`src/rtl/datapath_controller.sv`:
```
// Four-state instruction sequencer for regfile_alu_datapath: captures one CR16-style word,
// decodes it into datapath selects, strobes the regfile write in EXECUTE and pulses done.
module datapath_controller #(
  parameter int IMM_W = 8
) (
  input  logic        clk,
  input  logic        reset,
  input  logic [15:0] instr,
  input  logic        instr_valid,
  output logic        instr_ready,
  output logic        done,
  output logic        illegal,
  output logic [3:0]  regA,
  output logic [3:0]  regB,
  output logic [3:0]  write_select,
  output logic        write_enable,
  output logic [7:0]  op,
  output logic        reg_imm,
  output logic [15:0] immediate_value,
  output logic        reg_reset,
  output logic        external_write_enable,
  output logic        external_encoder_enable
);

  typedef enum logic [1:0] {IDLE, DECODE, EXECUTE, DONE} state_t;

  localparam logic [3:0] OPC_RTYPE = 4'b0000;
  localparam logic [3:0] OPC_ANDI  = 4'b0001;
  localparam logic [3:0] OPC_ORI   = 4'b0010;
  localparam logic [3:0] OPC_XORI  = 4'b0011;
  localparam logic [3:0] OPC_UND0  = 4'b0100;
  localparam logic [3:0] OPC_SHIFT = 4'b1000;
  localparam logic [3:0] OPC_CMPI  = 4'b1011;
  localparam logic [3:0] OPC_UND1  = 4'b1100;
  localparam logic [3:0] OPC_LUI   = 4'b1111;
  localparam logic [3:0] EXT_CMP   = 4'b1011;

  state_t state, stateNext;

  logic        capture;
  logic        readyNext, doneNext, weNext, illegalNext;
  logic        irWrites, irIllegal;

  logic [3:0]  opc, ext;
  logic [7:0]  decOp;
  logic        decRegImm, decWrites, decIllegal;
  logic [15:0] decImm;

  assign opc = instr[15:12];
  assign ext = instr[7:4];

  // Decoding straight from the incoming word lets the selects be valid during DECODE itself.
  always_comb begin
    decOp      = '0;
    decRegImm  = 1'b0;
    decImm     = '0;
    decWrites  = 1'b0;
    decIllegal = 1'b0;
    case (opc)
      OPC_RTYPE: begin
        decOp     = {4'b0000, ext};
        decWrites = (ext != EXT_CMP);
      end
      OPC_SHIFT: begin
        decOp     = {OPC_SHIFT, ext};
        decWrites = 1'b1;
        if (ext[3:1] == 3'b000) begin
          decRegImm = 1'b1;
          decImm    = {12'h000, instr[3:0]};
        end
      end
      OPC_UND0, OPC_UND1: begin
        decIllegal = 1'b1;
      end
      default: begin
        decOp     = {opc, 4'b0000};
        decRegImm = 1'b1;
        decWrites = (opc != OPC_CMPI);
        case (opc)
          OPC_ANDI, OPC_ORI, OPC_XORI:
            decImm = {{(16-IMM_W){1'b0}}, instr[IMM_W-1:0]};
          OPC_LUI:
            decImm = {instr[IMM_W-1:0], {(16-IMM_W){1'b0}}};
          default:
            decImm = {{(16-IMM_W){instr[IMM_W-1]}}, instr[IMM_W-1:0]};
        endcase
      end
    endcase
  end

  // Output flags are derived from the next state so every output comes straight off a flop.
  always_comb begin
    stateNext   = state;
    capture     = 1'b0;
    readyNext   = 1'b0;
    doneNext    = 1'b0;
    weNext      = 1'b0;
    illegalNext = 1'b0;
    case (state)
      IDLE: begin
        if (instr_valid) begin
          stateNext = DECODE;
          capture   = 1'b1;
        end
      end
      DECODE:  stateNext = EXECUTE;
      EXECUTE: stateNext = DONE;
      DONE:    stateNext = IDLE;
      default: stateNext = IDLE;
    endcase
    readyNext   = (stateNext == IDLE);
    weNext      = (stateNext == EXECUTE) && irWrites;
    doneNext    = (stateNext == DONE);
    illegalNext = doneNext && irIllegal;
  end

  always_ff @(posedge clk) begin
    if (!reset) begin
      state           <= IDLE;
      instr_ready     <= 1'b1;
      done            <= 1'b0;
      illegal         <= 1'b0;
      write_enable    <= 1'b0;
      reg_reset       <= 1'b1;
      regA            <= '0;
      regB            <= '0;
      write_select    <= '0;
      op              <= '0;
      reg_imm         <= 1'b0;
      immediate_value <= '0;
      irWrites        <= 1'b0;
      irIllegal       <= 1'b0;
    end else begin
      state        <= stateNext;
      instr_ready  <= readyNext;
      done         <= doneNext;
      illegal      <= illegalNext;
      write_enable <= weNext;
      reg_reset    <= 1'b0;
      if (capture) begin
        regA            <= instr[11:8];
        regB            <= instr[3:0];
        write_select    <= instr[11:8];
        op              <= decOp;
        reg_imm         <= decRegImm;
        immediate_value <= decImm;
        irWrites        <= decWrites;
        irIllegal       <= decIllegal;
      end
    end
  end

  assign external_write_enable   = 1'b0;
  assign external_encoder_enable = 1'b0;

endmodule
```
`config.mk`:
```
export PLATFORM = sky130hd
export DESIGN_NAME = datapath_controller
export DESIGN_NICKNAME = d
export VERILOG_FILES = /design/src/rtl/datapath_controller.sv
export SDC_FILE = /design/constraint.sdc
export NUM_CORES = 1
export LEC_CHECK = 0
export ABC_AREA = 1
export BUFFER_PORTS_ARGS = -buffer_cell sky130_fd_sc_hd__buf_2
export CORE_MARGIN = 2
export CORE_UTILIZATION = 30
export CTS_CLUSTER_DIAMETER = 30
export CTS_CLUSTER_SIZE = 20
export DETAILED_ROUTE_END_ITERATION = 6
export PLACE_DENSITY = 0.58
export SLEW_MARGIN = 10
export SYNTH_ARGS = -nofsm -noshare
export SYNTH_HDL_FRONTEND = slang
export SYNTH_SLANG_ARGS = --single-unit
```
`constraint.sdc`:
```
create_clock -name clk -period 1.3 [get_ports clk]
set_clock_uncertainty 0.05 [all_clocks]
set_input_delay 0.26 -clock clk [delete_from_list [all_inputs] [get_ports clk]]
set_output_delay 0.26 -clock clk [all_outputs]
set_load 0.005 [all_outputs]
```
==> out/results.ini, run 1 <==
[global_route]
antenna_found_initial=0
grt_max_degree=18
grt_overflow=0
grt_util_all_layers_pct=15.02
grt_pass1_vias=1593
grt_pass1_wl_um=7389

[synth]
yosysMostFrequentCell=nand2_1
ys_top_cells_by_count=nand2_1, dfxtp_1, a21oi_1, inv_1, nor2_1
synth_area_leaders=dfxtp_1, nand2_1, a21oi_1
avgSynthCellArea_um2=7.496
syn_inst=227
yosys_warnings=0
yosysSeqAreaShare_pct=49.41
yosysTopAreaCellShare_pct=49.41
synth_edf_count=0
ys_seq_elements=42
synth_top_cell_by_area=dfxtp_1
synth_area_um2=1702
synthFlopType=dfxtp_1
async_flop_share_pct=0
ys_types=23

[finish]
finalNetCount=321
finalNonFillerCells=372
drive_gt1_share_pct=37.67
insertedDiodeCount=0
fin_util_pct=42.85
syn_to_final_growth_pct=38.68

[clock_network]
clock_sinks=42
cts_max_level=2
cts_root_buf=clkbuf_8
cts_buffers=5
ctsHoldBuffers=0
clk_pin_slew_ps=80
cts_tree=done
cts_max_path_buffers=2
clk_latency_ps=290

[power]
p_per_area_nw_per_um2=1478
irDropWorstVdd_mv=0.7309
power_uw=3488
power.leakage_uw=0.001146

[routing]
drt_pre_antenna_iters=4
wl_um=4255
route.vias.total=1635
post_drt_wl_per_cell_um=11.44
vias_per_cell=4.395
final_antenna_net_count=0
drt_iter0_markers=87
drc=0

[worst_setup_path]
critPathSlowestCell=dfxtp_2
path_cells=inv_2, ha_4, nand2_4, buf_6, nor2_4, nand3_2, a21oi_1
crit_type=reg -> reg
crit_required_ps=1470
critPathMaxStageDelay_ps=330
critPathCaptureType=flop
path_delay_family=simple AND/OR/NAND/NOR gates
cp_num_buf_inv=2
cp_max_fo=6
crit_arrival_ps=1480
start_kind=flop

[timing]
period_share_pct=100.3
hold_viol=0
rsz0062_at_grt=yes
setup-violations-final=1
finalCriticalPeriod_ps=1304
max_freq_mhz=766.9
layout_setup_ws_ps=-3.936
finalSetupTns_ps=-3.936
slew_viol_final=0

[floorplan]
die-area_um2=6291
core_area_um2=5507
start_util_pct=30.90
ios=63
fp.dieH_um=79.32
rows=27
die_w_um=79.32

[min_path]
hp-class=in -> reg

[placement]
dp_worst_setup_slack_ps=-175.6
hpwl_um=3155
globalplace.congestion=0.7757
dp_cells=363
io_buffers=60

[run]
drv_cap=0

[status]
outcome=finished with violations
violations=negative setup slack

## worst paths after layout
path / cells after the start / startpoint / to / slack [ps]
worst min register to register: 2 / irWrites / write_enable / 400
worst max register to register: 7 / state[1] / immediate_value[9] / -4
worst min-delay path: 3 / instr[8] / write_select[0] / 170
worst max-delay path: 7 / state[1] / immediate_value[9] / -4
## cell type report
| type | instances | area, µm² |
|---|---|---|
| Sequential cell | 42 | 843.3 |
| Clock inverter | 3 | 40.04 |
| Inverter | 19 | 71.32 |
| Fill cell | 588 | 3147 |
| Timing Repair Buffer | 77 | 439.2 |
| Clock buffer | 5 | 68.82 |
| Multi-Input combinational cell | 154 | 807.0 |
| Tap cell | 72 | 90.09 |
## sequential cells by signal, summed over array words and instances, names as in the netlist
name             flops
irIllegal            1
write_select         4
reg_reset            1
illegal              1
regB                 4
done                 1
irWrites             1
op                   8
reg_imm              1
instr_ready          1
immediate_value     16
state                2
write_enable         1
## power by group
| part | internal [µW] | leakage [µW] | total, µW | switching, µW |
|---|---|---|---|---|
| Clock | 566 | 0.0000579 | 1020 | 450 |
| Combinational | 434 | 0.000743 | 948 | 514 |
| Sequential | 1450 | 0.000345 | 1520 | 73.9 |
## timing repair
action	4_1_cts	5_1_grt
setup endpoints to repair	36	22
pin swaps	9	7
buffers inserted	0	0
resized for setup	16	13
cloned	1	0
## placed cells by master (no fill, tap or decap), types with 3 or more instances in the layout
cell type,synthesis,final
nor2_4,2,4
a21oi_1,29,22
inv_2,1,3
buf_4,6,14
nand3_1,9,3
nor2_1,18,17
a21oi_2,0,7
buf_2,5,60
nand3_2,1,7
inv_1,18,16
buf_6,0,3
dfxtp_1,42,40
o21ai_0,7,5
clkbuf_8,0,5
nand2_1,72,71
## logic make-up (layout without fill, tap and decap cells)
family / Yosys count / in the layout / synth area share (%)
AND/OR/NAND/NOR: 108 / 109 / 26.76
AO/OA/AOI/OAI: 39 / 39 / 11.84
multiplexers: 1 / 1 / 0.5883
adder cells (fa/ha/maj): 3 / 3 / 2.206
other: 1 / 2 / 0.2204
flip-flops: 42 / 42 / 49.41
buffers and inverters: 33 / 104 / 8.970
## worst reg2reg max path, cell delays in order (launching register included)
cell     delay [ps]
dfxtp_2         330
inv_2            70
ha_4            150
nand2_4          70
buf_6           130
nor2_4          210
nand3_2          80
a21oi_1         140
## metrics by stage
step | cell area [µm²] | hold WS [ps]
after detailed placement | 2142 | 393.0
after floorplan | 1715 | 326.0
after CTS | 2317 | 158.8
after global routing | 2360 | 184.8
after global placement | 2142 | 390.6
final | 2360 | 166.2
## routing by layer
| metal | wire, µm | vias to the layer above | GRT usage (%) |
|---|---|---|---|
| met2 | 1947 | 38 | 23.56 |
| met4 | 57 | 0 | 4.655 |
| met5 | 0 | - | 0 |
| met3 | 226 | 4 | 3.750 |
| met1 | 2025 | 736 | 20.30 |
| li1 | - | 857 | - |
No activity file was read; power rests on OpenSTA's default activity.
==> inputs of run 2 (changes only) <==
--- a/config.mk
+++ b/config.mk
@@ -8,4 +8,5 @@
 export ABC_AREA = 1
 export BUFFER_PORTS_ARGS = -buffer_cell sky130_fd_sc_hd__buf_2
+export CAP_MARGIN = 20
 export CORE_MARGIN = 2
 export CORE_UTILIZATION = 30
==> constraint.sdc (replaced) <==
create_clock -name clk -period 1.3 [get_ports clk]
set_clock_uncertainty 0.05 [all_clocks]
set_input_delay 0.065 -clock clk [delete_from_list [all_inputs] [get_ports clk]]
set_output_delay 0.065 -clock clk [all_outputs]
set_load 0.005 [all_outputs]
==> out/results.ini, run 2 (synthesis results as in run 1) <==
[clock_network]
cts_tree=done
cts_buffers=5
cts_root_buf=clkbuf_8
clk_pin_slew_ps=70
cts_max_level=2
cts_max_path_buffers=2
clk_latency_ps=280
clock_sinks=42

[finish]
largest_register=immediate_value
insertedDiodeCount=0
drive_gt1_share_pct=38.08
finalNetCount=325
layout_common_cells=nand2_1, buf_2, dfxtp_1
largest_register_ff_count=16
final_common_cell=nand2_1
reg.largest.list=immediate_value (16), op (8)
syn_to_final_growth_pct=40.74

[worst_setup_path]
cp-startpoint=state[0]
crit_required_ps=1470
crit_type=reg -> reg
start_kind=flop
crit_arrival_ps=1460
cp_max_fo=6
rr_startpoint=state[0]
critPathCaptureType=flop

[placement]
globalplace.congestion=0.7581
hpwl_um=3144
io_buffers=60

[timing]
slew_viol_final=0
max_freq_mhz=773.4
fin_hold_ws_ps=7.676
rsz0062_at_grt=yes
hold_viol=0
finalCriticalPeriod_ps=1293
period_share_pct=99.47
setup-violations-final=0

[global_route]
grt_max_degree=16
grt_pass1_vias=1585
antenna_found_initial=0
grt_util_all_layers_pct=15.07
grt_pass1_wl_um=7479
grt_overflow=0

[routing]
drt_iter0_markers=86
final_antenna_net_count=0
wl_met1_um=2142
drc=0
wl_met2_um=2032
drt_pre_antenna_iters=4
wl_um=4425
post_drt_wl_per_cell_um=11.83
topRoutingLayerUsed=met4
wl_met3_um=210
vias_per_cell=4.476
route.vias.total=1674

[floorplan]
die-area_um2=6291
core_area_um2=5507
ios=63
fp.dieH_um=79.32
start_util_pct=30.90
die_w_um=79.32
rows=27

[min_path]
hp-class=in -> reg
hold_start=instr[0]

[power]
power.leakage_uw=0.001154
power_uw=3373
p_per_area_nw_per_um2=1409
irDropWorstVdd_mv=0.4934

[status]
outcome=complete, no violations

[run]
drv_cap=0

run 2: timing repair:
item	4_1_cts	5_1_grt
hold endpoints to repair	4	0
resized for setup	9	27
setup endpoints to repair	36	30
hold buffers	4	0
gates cloned	1	0
pin swaps	4	10
setup buffers	1	1
run 2: layout make-up:
cell class | count | area [µm²]
Clock buffer | 6 | 82.58
Multi-Input combinational cell | 154 | 815.8
Tap cell | 72 | 90.09
Inverter | 19 | 71.32
Fill cell | 586 | 3112
Sequential cell | 42 | 843.3
Timing Repair Buffer | 81 | 491.7
run 2: final timing paths:
kind	to	slack, ps	cells after the start
worst max register to register	immediate_value[15]	7	7
worst min-delay path	regB[0]	8	3
worst min register to register	illegal	400	2
worst max-delay path	immediate_value[15]	7	7
run 2: metal layers:
metal / track usage (%) / vias to the layer above
met2: 23.98 / 34
met1: 20.29 / 774
met4: 3.621 / 0
met5: 0 / -
met3: 4.091 / 5
li1: - / 861
run 2: stage by stage:
| step | util, % | setup WS (ps) | instances | area, µm² | TNS, ps |
|---|---|---|---|---|---|
| global route | 43.49 | -74.11 | 374 | 2395 | -525.6 |
| finish | 43.49 | 6.925 | 374 | 2395 | 0 |
| floorplan | - | 18.58 | 228 | 1715 | 0 |
| CTS | 41.95 | 18.31 | 373 | 2310 | 0 |
| detailed placement | 38.85 | -213.2 | 361 | 2140 | -4236 |
| global placement | 38.85 | -120.5 | 361 | 2140 | -2043 |
run 2: worst max-delay path, stage by stage, from the launching register on:
cell	delay [ps]
dfxtp_2	330
inv_2	80
ha_4	150
nand2_4	70
buf_6	130
nor2_4	180
nand3b_1	100
a21oi_1	130
run 2: power by group:
part	switching, µW	internal [µW]	leakage [µW]	total (µW)
clock	402	409	0.0000431	811
sequential	77.2	1450	0.000345	1530
combinational	545	488	0.000766	1030
